`src/rtl/decode_stage.sv`:
```
// Instruction decode stage: field extraction, load-use scoreboard and a single-entry output register.
// One cycle from acceptance to out_valid; in_ready drops on hazard, flush, or a held output not being consumed.
module decode_stage #(
    parameter int ADDRESS_SIZE     = 32,
    parameter int REG_ADDRESS_SIZE = 5,
    parameter int LOAD_LATENCY     = 2,
    parameter int STALL_CNT_SIZE   = 32
) (
    input  logic                        clk,
    input  logic                        reset,
    input  logic                        in_valid,
    input  logic [31:0]                 instruction,
    output logic                        in_ready,
    input  logic                        flush,
    output logic                        out_valid,
    input  logic                        out_ready,
    output logic [REG_ADDRESS_SIZE-1:0] addr_rd,
    output logic [REG_ADDRESS_SIZE-1:0] addr_r1,
    output logic [REG_ADDRESS_SIZE-1:0] addr_r2,
    output logic [ADDRESS_SIZE-1:0]     immediate,
    output logic                        register_write,
    output logic                        is_load,
    output logic                        is_store,
    output logic                        is_branch,
    output logic                        illegal,
    output logic [STALL_CNT_SIZE-1:0]   stall_count
);

    localparam int NREGS  = 1 << REG_ADDRESS_SIZE;
    localparam int BUSY_W = 4;

    if (ADDRESS_SIZE < 16) begin : g_bad_address_size
        $error("decode_stage: ADDRESS_SIZE must be >= 16");
    end
    if (REG_ADDRESS_SIZE != 5) begin : g_bad_reg_address_size
        $error("decode_stage: REG_ADDRESS_SIZE must be 5");
    end
    if (LOAD_LATENCY < 1 || LOAD_LATENCY > 15) begin : g_bad_load_latency
        $error("decode_stage: LOAD_LATENCY must be in 1..15");
    end

    logic [5:0]                  opcode;
    logic [REG_ADDRESS_SIZE-1:0] f_rd, f_r1, f_r2;
    logic [ADDRESS_SIZE-1:0]     f_imm;

    assign opcode = instruction[31:26];
    assign f_rd   = instruction[25:21];
    assign f_r1   = instruction[20:16];
    assign f_r2   = instruction[15:11];
    assign f_imm  = ADDRESS_SIZE'($signed(instruction[15:0]));

    logic d_writes, d_load, d_store, d_branch, d_illegal;
    logic use_r1, use_r2, use_rd;

    always_comb begin
        d_writes  = 1'b0;
        d_load    = 1'b0;
        d_store   = 1'b0;
        d_branch  = 1'b0;
        d_illegal = 1'b0;
        use_r1    = 1'b0;
        use_r2    = 1'b0;
        use_rd    = 1'b0;
        if (opcode == 6'h00) begin
            d_writes = 1'b1;
            use_r1   = 1'b1;
            use_r2   = 1'b1;
        end else if (opcode <= 6'h0F) begin
            d_writes = 1'b1;
            use_r1   = 1'b1;
        end else begin
            case (opcode)
                6'h10: begin
                    d_load   = 1'b1;
                    d_writes = 1'b1;
                    use_r1   = 1'b1;
                end
                // Stores read the rd field as their data source.
                6'h11: begin
                    d_store = 1'b1;
                    use_r1  = 1'b1;
                    use_rd  = 1'b1;
                end
                6'h20: begin
                    d_branch = 1'b1;
                    use_r1   = 1'b1;
                    use_r2   = 1'b1;
                end
                default: d_illegal = 1'b1;
            endcase
        end
    end

    logic                        out_valid_q;
    logic [REG_ADDRESS_SIZE-1:0] rd_q, r1_q, r2_q;
    logic [ADDRESS_SIZE-1:0]     imm_q;
    logic                        rw_q, is_load_q, is_store_q, is_branch_q, illegal_q;
    logic [BUSY_W-1:0]           busy_q [NREGS];
    logic [BUSY_W-1:0]           busy_d [NREGS];
    logic [STALL_CNT_SIZE-1:0]   stall_q, stall_d;

    // A held LOAD blocks its readers even in the cycle it fires; the counter takes over after.
    logic busy_r1, busy_r2, busy_rd, hazard, accept, fire;

    assign busy_r1 = (f_r1 != '0) && ((busy_q[f_r1] != '0) ||
                     (out_valid_q && is_load_q && (rd_q == f_r1)));
    assign busy_r2 = (f_r2 != '0) && ((busy_q[f_r2] != '0) ||
                     (out_valid_q && is_load_q && (rd_q == f_r2)));
    assign busy_rd = (f_rd != '0) && ((busy_q[f_rd] != '0) ||
                     (out_valid_q && is_load_q && (rd_q == f_rd)));
    assign hazard  = in_valid && ((use_r1 && busy_r1) || (use_r2 && busy_r2) || (use_rd && busy_rd));

    assign in_ready = reset && !flush && (!out_valid_q || out_ready) && !hazard;
    assign accept   = in_valid && in_ready;
    assign fire     = out_valid_q && out_ready && !flush;

    always_comb begin
        for (int i = 0; i < NREGS; i++) begin
            busy_d[i] = busy_q[i];
            if (fire && is_load_q && (rd_q != '0) && (rd_q == REG_ADDRESS_SIZE'(i)))
                busy_d[i] = BUSY_W'(LOAD_LATENCY);
            else if (busy_q[i] != '0)
                busy_d[i] = busy_q[i] - 1'b1;
        end
        stall_d = stall_q;
        if (hazard && (!out_valid_q || out_ready) && (stall_q != '1))
            stall_d = stall_q + 1'b1;
    end

    always_ff @(posedge clk or negedge reset) begin
        if (!reset) begin
            for (int i = 0; i < NREGS; i++) busy_q[i] <= '0;
            stall_q <= '0;
        end else begin
            for (int i = 0; i < NREGS; i++) busy_q[i] <= busy_d[i];
            stall_q <= stall_d;
        end
    end

    always_ff @(posedge clk or negedge reset) begin
        if (!reset) begin
            out_valid_q <= 1'b0;
            rd_q        <= '0;
            r1_q        <= '0;
            r2_q        <= '0;
            imm_q       <= '0;
            rw_q        <= 1'b0;
            is_load_q   <= 1'b0;
            is_store_q  <= 1'b0;
            is_branch_q <= 1'b0;
            illegal_q   <= 1'b0;
        end else if (accept) begin
            out_valid_q <= 1'b1;
            rd_q        <= f_rd;
            r1_q        <= f_r1;
            r2_q        <= f_r2;
            imm_q       <= f_imm;
            rw_q        <= d_writes && (f_rd != '0);
            is_load_q   <= d_load;
            is_store_q  <= d_store;
            is_branch_q <= d_branch;
            illegal_q   <= d_illegal;
        end else if (fire || flush) begin
            out_valid_q <= 1'b0;
        end
    end

    assign out_valid      = out_valid_q;
    assign addr_rd        = rd_q;
    assign addr_r1        = r1_q;
    assign addr_r2        = r2_q;
    assign immediate      = imm_q;
    assign register_write = rw_q;
    assign is_load        = is_load_q;
    assign is_store       = is_store_q;
    assign is_branch      = is_branch_q;
    assign illegal        = illegal_q;
    assign stall_count    = stall_q;

endmodule
```
`config.mk`:
```
export PLATFORM = sky130hd
export DESIGN_NAME = decode_stage
export DESIGN_NICKNAME = d
export VERILOG_FILES = /design/src/rtl/decode_stage.sv
export SDC_FILE = /design/constraint.sdc
export NUM_CORES = 1
export LEC_CHECK = 0
export ABC_AREA = 1
export ABC_CLOCK_PERIOD_IN_PS = 3100
export BUFFER_PORTS_ARGS = -buffer_cell sky130_fd_sc_hd__buf_2
export CORE_AREA = 10 10 217 219
export DETAILED_ROUTE_END_ITERATION = 12
export DIE_AREA = 0 0 227 229
export PLACE_DENSITY_LB_ADDON = 0.15
export SLEW_MARGIN = 20
export SYNTH_ARGS = -nofsm -noshare
export SYNTH_HDL_FRONTEND = slang
export SYNTH_SLANG_ARGS = --single-unit
```
`constraint.sdc`:
```
create_clock -name clk -period 3.1 [get_ports clk]
set_clock_uncertainty 0.1 [all_clocks]
set_input_delay 0.155 -clock clk [delete_from_list [all_inputs] [get_ports clk]]
set_output_delay 0.155 -clock clk [all_outputs]
set_load 0.02 [all_outputs]
```
## Yosys cells after proc, flatten, opt, wreduce, memory -nomap -nowiden

Index checks and enable logic that the tools add are counted.

- Bits in latches: 0
- ROM bits: 0
- Memories: 0
- Bits in writable memories: 0
- Bits in registers: 197

- Shift-type cells: 0
- Magnitude comparators: 4
- Reduce and logical (&&, ||, !) cells: 139
- $mul: 0
- Mux-type cells: 93
- Equality and inequality tests: 38
- $add $sub $neg: 33
- Bitwise logic cells: 3
- Divide/modulo/power cells: 0

Operators with widths:

| kind | count |
|---|---|
| two-way mux 4 bit | 70 |
| nonzero test 4 bit | 35 |
| subtractor 4 x 1 -> 4 bit (second input constant) | 32 |
| equality test 5 bit (second input constant) | 16 |
| nonzero test 2 bit | 33 |
| binary-select mux 4 bit (select 5 bit) | 3 |
| logical AND 1 bit | 54 |
| equality test 5 x 4 -> 1 bit (second input constant) | 8 |
| adder 32 x 1 -> 32 bit (second input constant) | 1 |
| inequality test 32 bit (second input constant) | 1 |
| equality test 5 x 3 -> 1 bit (second input constant) | 4 |
| two-way mux 1 bit | 20 |
| nonzero test 5 bit | 4 |
| >= comparator 6 bit (second input constant) | 3 |
| NOT 5 -> 6 bit | 3 |
| equality test 5 bit | 3 |
| equality test 6 x 5 -> 1 bit (second input constant) | 2 |
| equality test 5 x 2 -> 1 bit (second input constant) | 2 |
| logical OR 1 bit | 7 |
| equality test 6 bit (second input constant) | 1 |
| <= comparator 6 x 4 -> 1 bit (second input constant) | 1 |
| logical NOT 6 bit | 1 |
| equality test 5 x 1 -> 1 bit (second input constant) | 1 |
| logical NOT 5 bit | 1 |
| 2 further kinds | 4 |

## Depth between registers and ports, before layout

- Depth in word-level cells: 15
- Mapped depth: 19
- Depth with buffers taken out: 17

## Least setup slack after synthesis

Ideal clock, no wire load.

- Kind: register to register
- Start: reg stall_q[1] (netlist: stall_count[1])
- End: reg stall_q[25] (netlist: stall_count[25])
- Clock period less this slack: 2.158 ns
- Cell stages (with the launch flop): 13
- Data arrival time: 1.993 ns
- Path slack: 0.942 ns
- Required time: 2.935 ns
- Cell sequence: dfrtp_1 > ha_1 > inv_1 > nor3_4 > nand2_1 > nor4_2 > nand3_1 > nor3_1 > nand3_1 > nand4_1 > buf_2 > nand2_1 > nand2_1

- Longest elaborated chain between the ends: 2
- Elaborated cells between the ends (all ways): 3
- Those cells by class: add/sub: 1; eq/ne: 1; reduce/logical: 1

Ends and longest elaborated chain:

| what | RTL line | text |
|---|---|---|
| start: declaration | 100 | `logic [STALL_CNT_SIZE-1:0] stall_q, stall_d;` |
| start signal: assignment | 136 | `stall_q <= stall_d;` |
| branches (longest 2 deep; another with adder 32 x 1 -> 32 bit) | -- |  |

Parallel ways; which one is timed is not known.
A chain may end at the register's enable or synchronous reset.

## Final worst setup path

- Start: reg busy_q[126] (netlist bit)
- End: out in_ready

- Longest elaborated chain between the ends: 12
- Elaborated cells between the ends (all ways): 26
- Those cells by class: mux: 9; reduce/logical: 17

Ends and longest elaborated chain:

| what | RTL line | text |
|---|---|---|
| start: declaration | 98 | `logic [BUSY_W-1:0] busy_q [NREGS];` |
| binary-select mux 4 bit (select 5 bit) (on tied branches) | 105, 107 |  |
| two-way mux 4 bit (on tied branches) (2 in series) | 105, 107 |  |
| nonzero test 4 bit (on tied branches) | 105, 107 |  |
| logical OR 1 bit (on tied branches) | 105, 107 |  |
| logical AND 1 bit (on tied branches) | 105, 107 |  |
| logical AND 1 bit | 111 | `assign hazard = in_valid && ((use_r1 && busy_r1) \|\| (use_r2 && busy_r2) \|\| (use_rd && busy_rd));` |
| logical OR 1 bit | 111 |  |
| logical OR 1 bit (*) | 111 |  |
| logical AND 1 bit (*) | 111 |  |
| logical NOT 1 bit (*) | 113 | `assign in_ready = reset && !flush && (!out_valid_q \|\| out_ready) && !hazard;` |
| logical AND 1 bit (*) | 113 |  |
| end: declaration | 13 | `output logic in_ready,` |

Every way passes the cells marked *; elsewhere a longest branch is shown, timed or not. The select of a mux whose other input is x is not followed.

==> key figures <==
Run status
  – Outcome: finished, final reports clean

Timing
  – Final min period: approximately 2.9 ns
  – Max-Slew Margin vs Limit: 48.37%
  – Tcrit/Tclk final: between 90% and 100%
  – Endpoints failing setup: 0
  – Fmax: 350.5 MHz
  – RSZ-0062 raised after global routing: no
  – Fin. max-slew vios: 0
  – Final hold vios: 0
  – Post-Route Setup TNS: 0 ns
  – Tightest Pin Transition: a little under 0.8 ns

Yosys
  – Synthesized area per cell: 7.248 µm²
  – Sequential area share after synthesis: a little under two fifths
  – Synth unique cells: between 40 and 50
  – Syn_nets: roughly 1800
  – Yosys warns: 0
  – Ranking of synthesized cells by area: dfrtp_1 (38%), nand2_1 (14%), inv_1 (6.5%), ha_1 (6.4%), nor2_1 (6.2%)
  – Synth top area share: between 30% and 40%
  – Synthesized area: about 13000 µm²
  – Seq cells post-synth: ~190
  – Yosys top cell by area: dfrtp_1
  – Post-Syn Instances: around 1700

Placement
  – DP HPWL: 30280 µm
  – RD Place Congestion: 0.8991
  – IO buf count: 122
  – Post-DP Area: 13670 µm²

Layout
  – Area growth syn-to-layout: 15.48%
  – Layout cells sized above 1: between 10% and 20%
  – ANT cells: 0
  – Final instance area: around 15000 µm²
  – Layout fillers: 4589
  – Nets: 1966
  – Fin util: between 30% and 40%

Setup path
  – Setup crit end kind: output port
  – Critical Path Start Type: flop
  – CP Max Fanout: 4
  – Required time of the critical path: around 2.8 ns
  – Crit path max-delay family: simple AND/OR/NAND/NOR gates
  – CP most frequent cell: nand2_1
  – CP bufs+invs: 1
  – CP max stage cell: dfrtp_1
  – Arrival @ worst endpoint: approximately 2.6 ns
  – CP peak stage delay: 0.40 ns
  – Critical Setup Path Class: reg2out
  – Worst-path cell chain: nor2_1 -> nand2_1 -> nand2_1 -> nand2_1 -> nor2_1 -> nand2_1 -> nand3_1 -> nand2_1 -> a21oi_1 -> nand2_1 -> nand2_1 -> nand3_2 -> a21boi_1 -> buf_4

Route
  – DR vias: 11610
  – Final WL: between 40000 and 50000 µm
  – Initial DRT Pass Iterations: 5
  – Wirelength per Cell: 16.93 µm
  – Number of DRC markers in iteration 0: 928
  – Routed vias/inst: roughly 4.8
  – Detailed-route DRC error count: 0
  – Detail Route Antenna Nets: 0

Power
  – Power Total: 12.29 mW
  – P per Cell Area: 842.1 nW/µm²
  – Logic pwr share: a little under half
  – Int Power: 6.931 mW
  – Net Sw Frac: 43.62%
  – Clock power share: a little under a fifth
  – Leak: around 7.4 nW
  – NetSw: approximately 5.4 mW
  – Maximum VDD drop: between 0.3 and 0.4 mV
  – Seq pwr share: a little over a third

Floorplan
  – Die area: about 52000 µm²
  – Die Ht: ~230 µm
  – Die width: roughly 230 µm
  – Top-Level Pins: 123
  – Initial Utilization: 29.61%
  – Site Rows: 76
  – Core ar.: ~43000 µm²

GRT
  – Largest net degree at the start of global routing: 109
  – Global-route usage over all layers: between 10% and 20%
  – Number of global-route vias before repair: 11210
  – First-pass GRT wire length: approximately 65000 µm
  – Initial antenna violation count: 1
  – Remaining global-route overflow: 0

CTS
  – Setup Buffers After CTS: 0
  – Clock transition at path regs: approximately 0.07 ns
  – Clk root buf: clkbuf_16
  – H-tree levels: 4
  – Clock Path Buffers: 2
  – Clock latency on the worst-skew pair: ~0.50 ns
  – CTS tree: built
  – Sink Count: around 190
  – Total CTS buffers: 17

Hold path
  – Hold Path Class: in2reg

Job
  – Maxcap violations: 0
-- sequential cells by signal (all words and copies together), names as in the netlist, 5 cells and up --
signal	flops
busy_q	128
immediate	11
addr_r2	5
addr_rd	5
addr_r1	5
stall_count	32
-- logic make-up (layout without fill, tap and decap cells) --
logic type      Yosys count  count (layout)  synth area share, %
simple gates            916             916                30.50
compound gates          180             180                8.433
buf+inv                 300             433                10.32
flops                   192             192                38.01
fa+ha+maj                65              65                6.434
xor+xnor                 91              91                6.305
-- layout by cell type (no fill, tap or decap), types with 2 or more instances in the layout --
cell type | Yosys | routed
dfrtp_1 | 192 | 192
clkbuf_16 | 0 | 17
o221ai_1 | 20 | 20
o22ai_1 | 3 | 3
o31ai_1 | 7 | 7
buf_4 | 33 | 15
clkinv_2 | 0 | 3
a211oi_1 | 4 | 4
clkinv_1 | 2 | 2
nand2_2 | 2 | 2
nand2_1 | 461 | 461
inv_1 | 218 | 218
nand3_2 | 2 | 2
o21ai_1 | 41 | 41
clkbuf_8 | 0 | 4
a22oi_1 | 6 | 6
nor3b_1 | 4 | 4
buf_2 | 27 | 120
o211ai_1 | 10 | 10
nor2_4 | 1 | 2
inv_6 | 0 | 4
ha_1 | 65 | 65
dlygate4sd3_1 | 0 | 31
nand4_1 | 22 | 22
o21ai_0 | 27 | 27
nor3_1 | 72 | 72
inv_2 | 10 | 10
nand3_1 | 128 | 128
xor2_1 | 51 | 51
nor2_1 | 209 | 205
a21oi_1 | 54 | 54
buf_12 | 0 | 3
bufinv_16 | 0 | 2
a31oi_1 | 4 | 4
a221oi_1 | 2 | 2
nor2_2 | 2 | 5
nor4_1 | 9 | 9
xnor2_1 | 40 | 40
-- routing by layer --
metal	vias to the layer above	GRT usage [%]	share of wire, %
li1	5816	-	-
met1	5512	21.73	48
met2	234	24.67	45
met3	41	3.438	4.8
met4	2	5.790	2.2
met5	-	0	0.032
-- power by group through the flow --
stage / combinational [mW] / sequential [mW] / clock, mW
after detailed placement: 5.59 / 4.34 / 0
after floorplan: 4.21 / 4.26 / 0
after global routing: 6.46 / 4.46 / 2.54
final: 5.62 / 4.32 / 2.35
after global placement: 5.54 / 4.34 / 0
after CTS: 5.65 / 4.30 / 2.46
-- stage by stage --
step,std cells,hold WS (ns),worst slack (ns)
floorplan,1744,-0.2406,0.9416
global placement,2360,-0.003152,0.4577
detailed placement,2360,-0.004690,0.4387
CTS,2423,0.01378,0.09023
global route,2423,0.05715,0.006736
finish,2423,0.05512,0.2470
-- worst reg2reg max path: stages (launching register included) --
cell	delay (ns)
dfrtp_1	0.40
nor2_1	0.24
nand2_1	0.17
nand2_1	0.09
nand2_1	0.05
nor2_1	0.10
nand2_1	0.08
nand3_1	0.13
nand2_1	0.07
a21oi_1	0.12
nand2_1	0.10
nand2_1	0.11
nand2_1	0.08
inv_2	0.07
nand4_4	0.11
nand2_1	0.09
o21ai_1	0.05
dlygate4sd3_1	0.55
-- synthesized netlist by cell type --
| cell | number |
|---|---|
| nand2_1 | 461 |
| inv_1 | 218 |
| nor2_1 | 209 |
| dfrtp_1 | 192 |
| nand3_1 | 128 |
| nor3_1 | 72 |
| ha_1 | 65 |
| a21oi_1 | 54 |
| xor2_1 | 51 |
| o21ai_1 | 41 |
| xnor2_1 | 40 |
| buf_4 | 33 |
| buf_2 | 27 |
| o21ai_0 | 27 |
| nand4_1 | 22 |
| o221ai_1 | 20 |
| inv_2 | 10 |
| o211ai_1 | 10 |
| nor4_1 | 9 |
| o31ai_1 | 7 |
| a22oi_1 | 6 |
| clkbuf_1 | 5 |
| a211oi_1 | 4 |
| a31oi_1 | 4 |
| nor3b_1 | 4 |
| o22ai_1 | 3 |
| a221oi_1 | 2 |
| buf_6 | 2 |
| clkinv_1 | 2 |
| nand2_2 | 2 |
| nand3_2 | 2 |
| nor2_2 | 2 |
| a21boi_0 | 1 |
| a41oi_1 | 1 |
| and3b_1 | 1 |
| buf_1 | 1 |
| clkbuf_4 | 1 |
| inv_4 | 1 |
| nand4_4 | 1 |
| nor2_4 | 1 |
| nor3_4 | 1 |
| nor4_2 | 1 |
-- final timing paths --
path | startpoint | end | slack [ns] | depth (start not counted)
max in group asynchronous | reset | busy_q[122] | 1.29 | 4
worst max-delay path | busy_q[126] | in_ready | 0.25 | 14
worst max register to register | busy_q[126] | addr_r2[2] | 0.29 | 17
worst min-delay path | instruction[28] | register_write | 0.06 | 6
worst min register to register | addr_r1[2] | addr_r1[2] | 0.39 | 2
min in group asynchronous | reset | busy_q[6] | 0.54 | 3
-- area by class of cell --
class	count	area [µm²]	area share (%)
Tap cell	546	683.2	4.680
Sequential cell	192	4805	32.91
Clock inverter	11	126.4	0.8657
Multi-Input combinational cell	1252	6546	44.84
Timing Repair Buffer	170	1097	7.517
Inverter	231	869.6	5.957
Clock buffer	21	470.5	3.223
-- what timing repair did --
| action | CTS | global route |
|---|---|---|
| setup endpoints to repair | 1 | 1 |
| endpoints found under the hold margin | 159 | 0 |
| resized for setup | 1 | 6 |
| hold buffers | 31 | 0 |
Power figures use the tool's default switching activity.
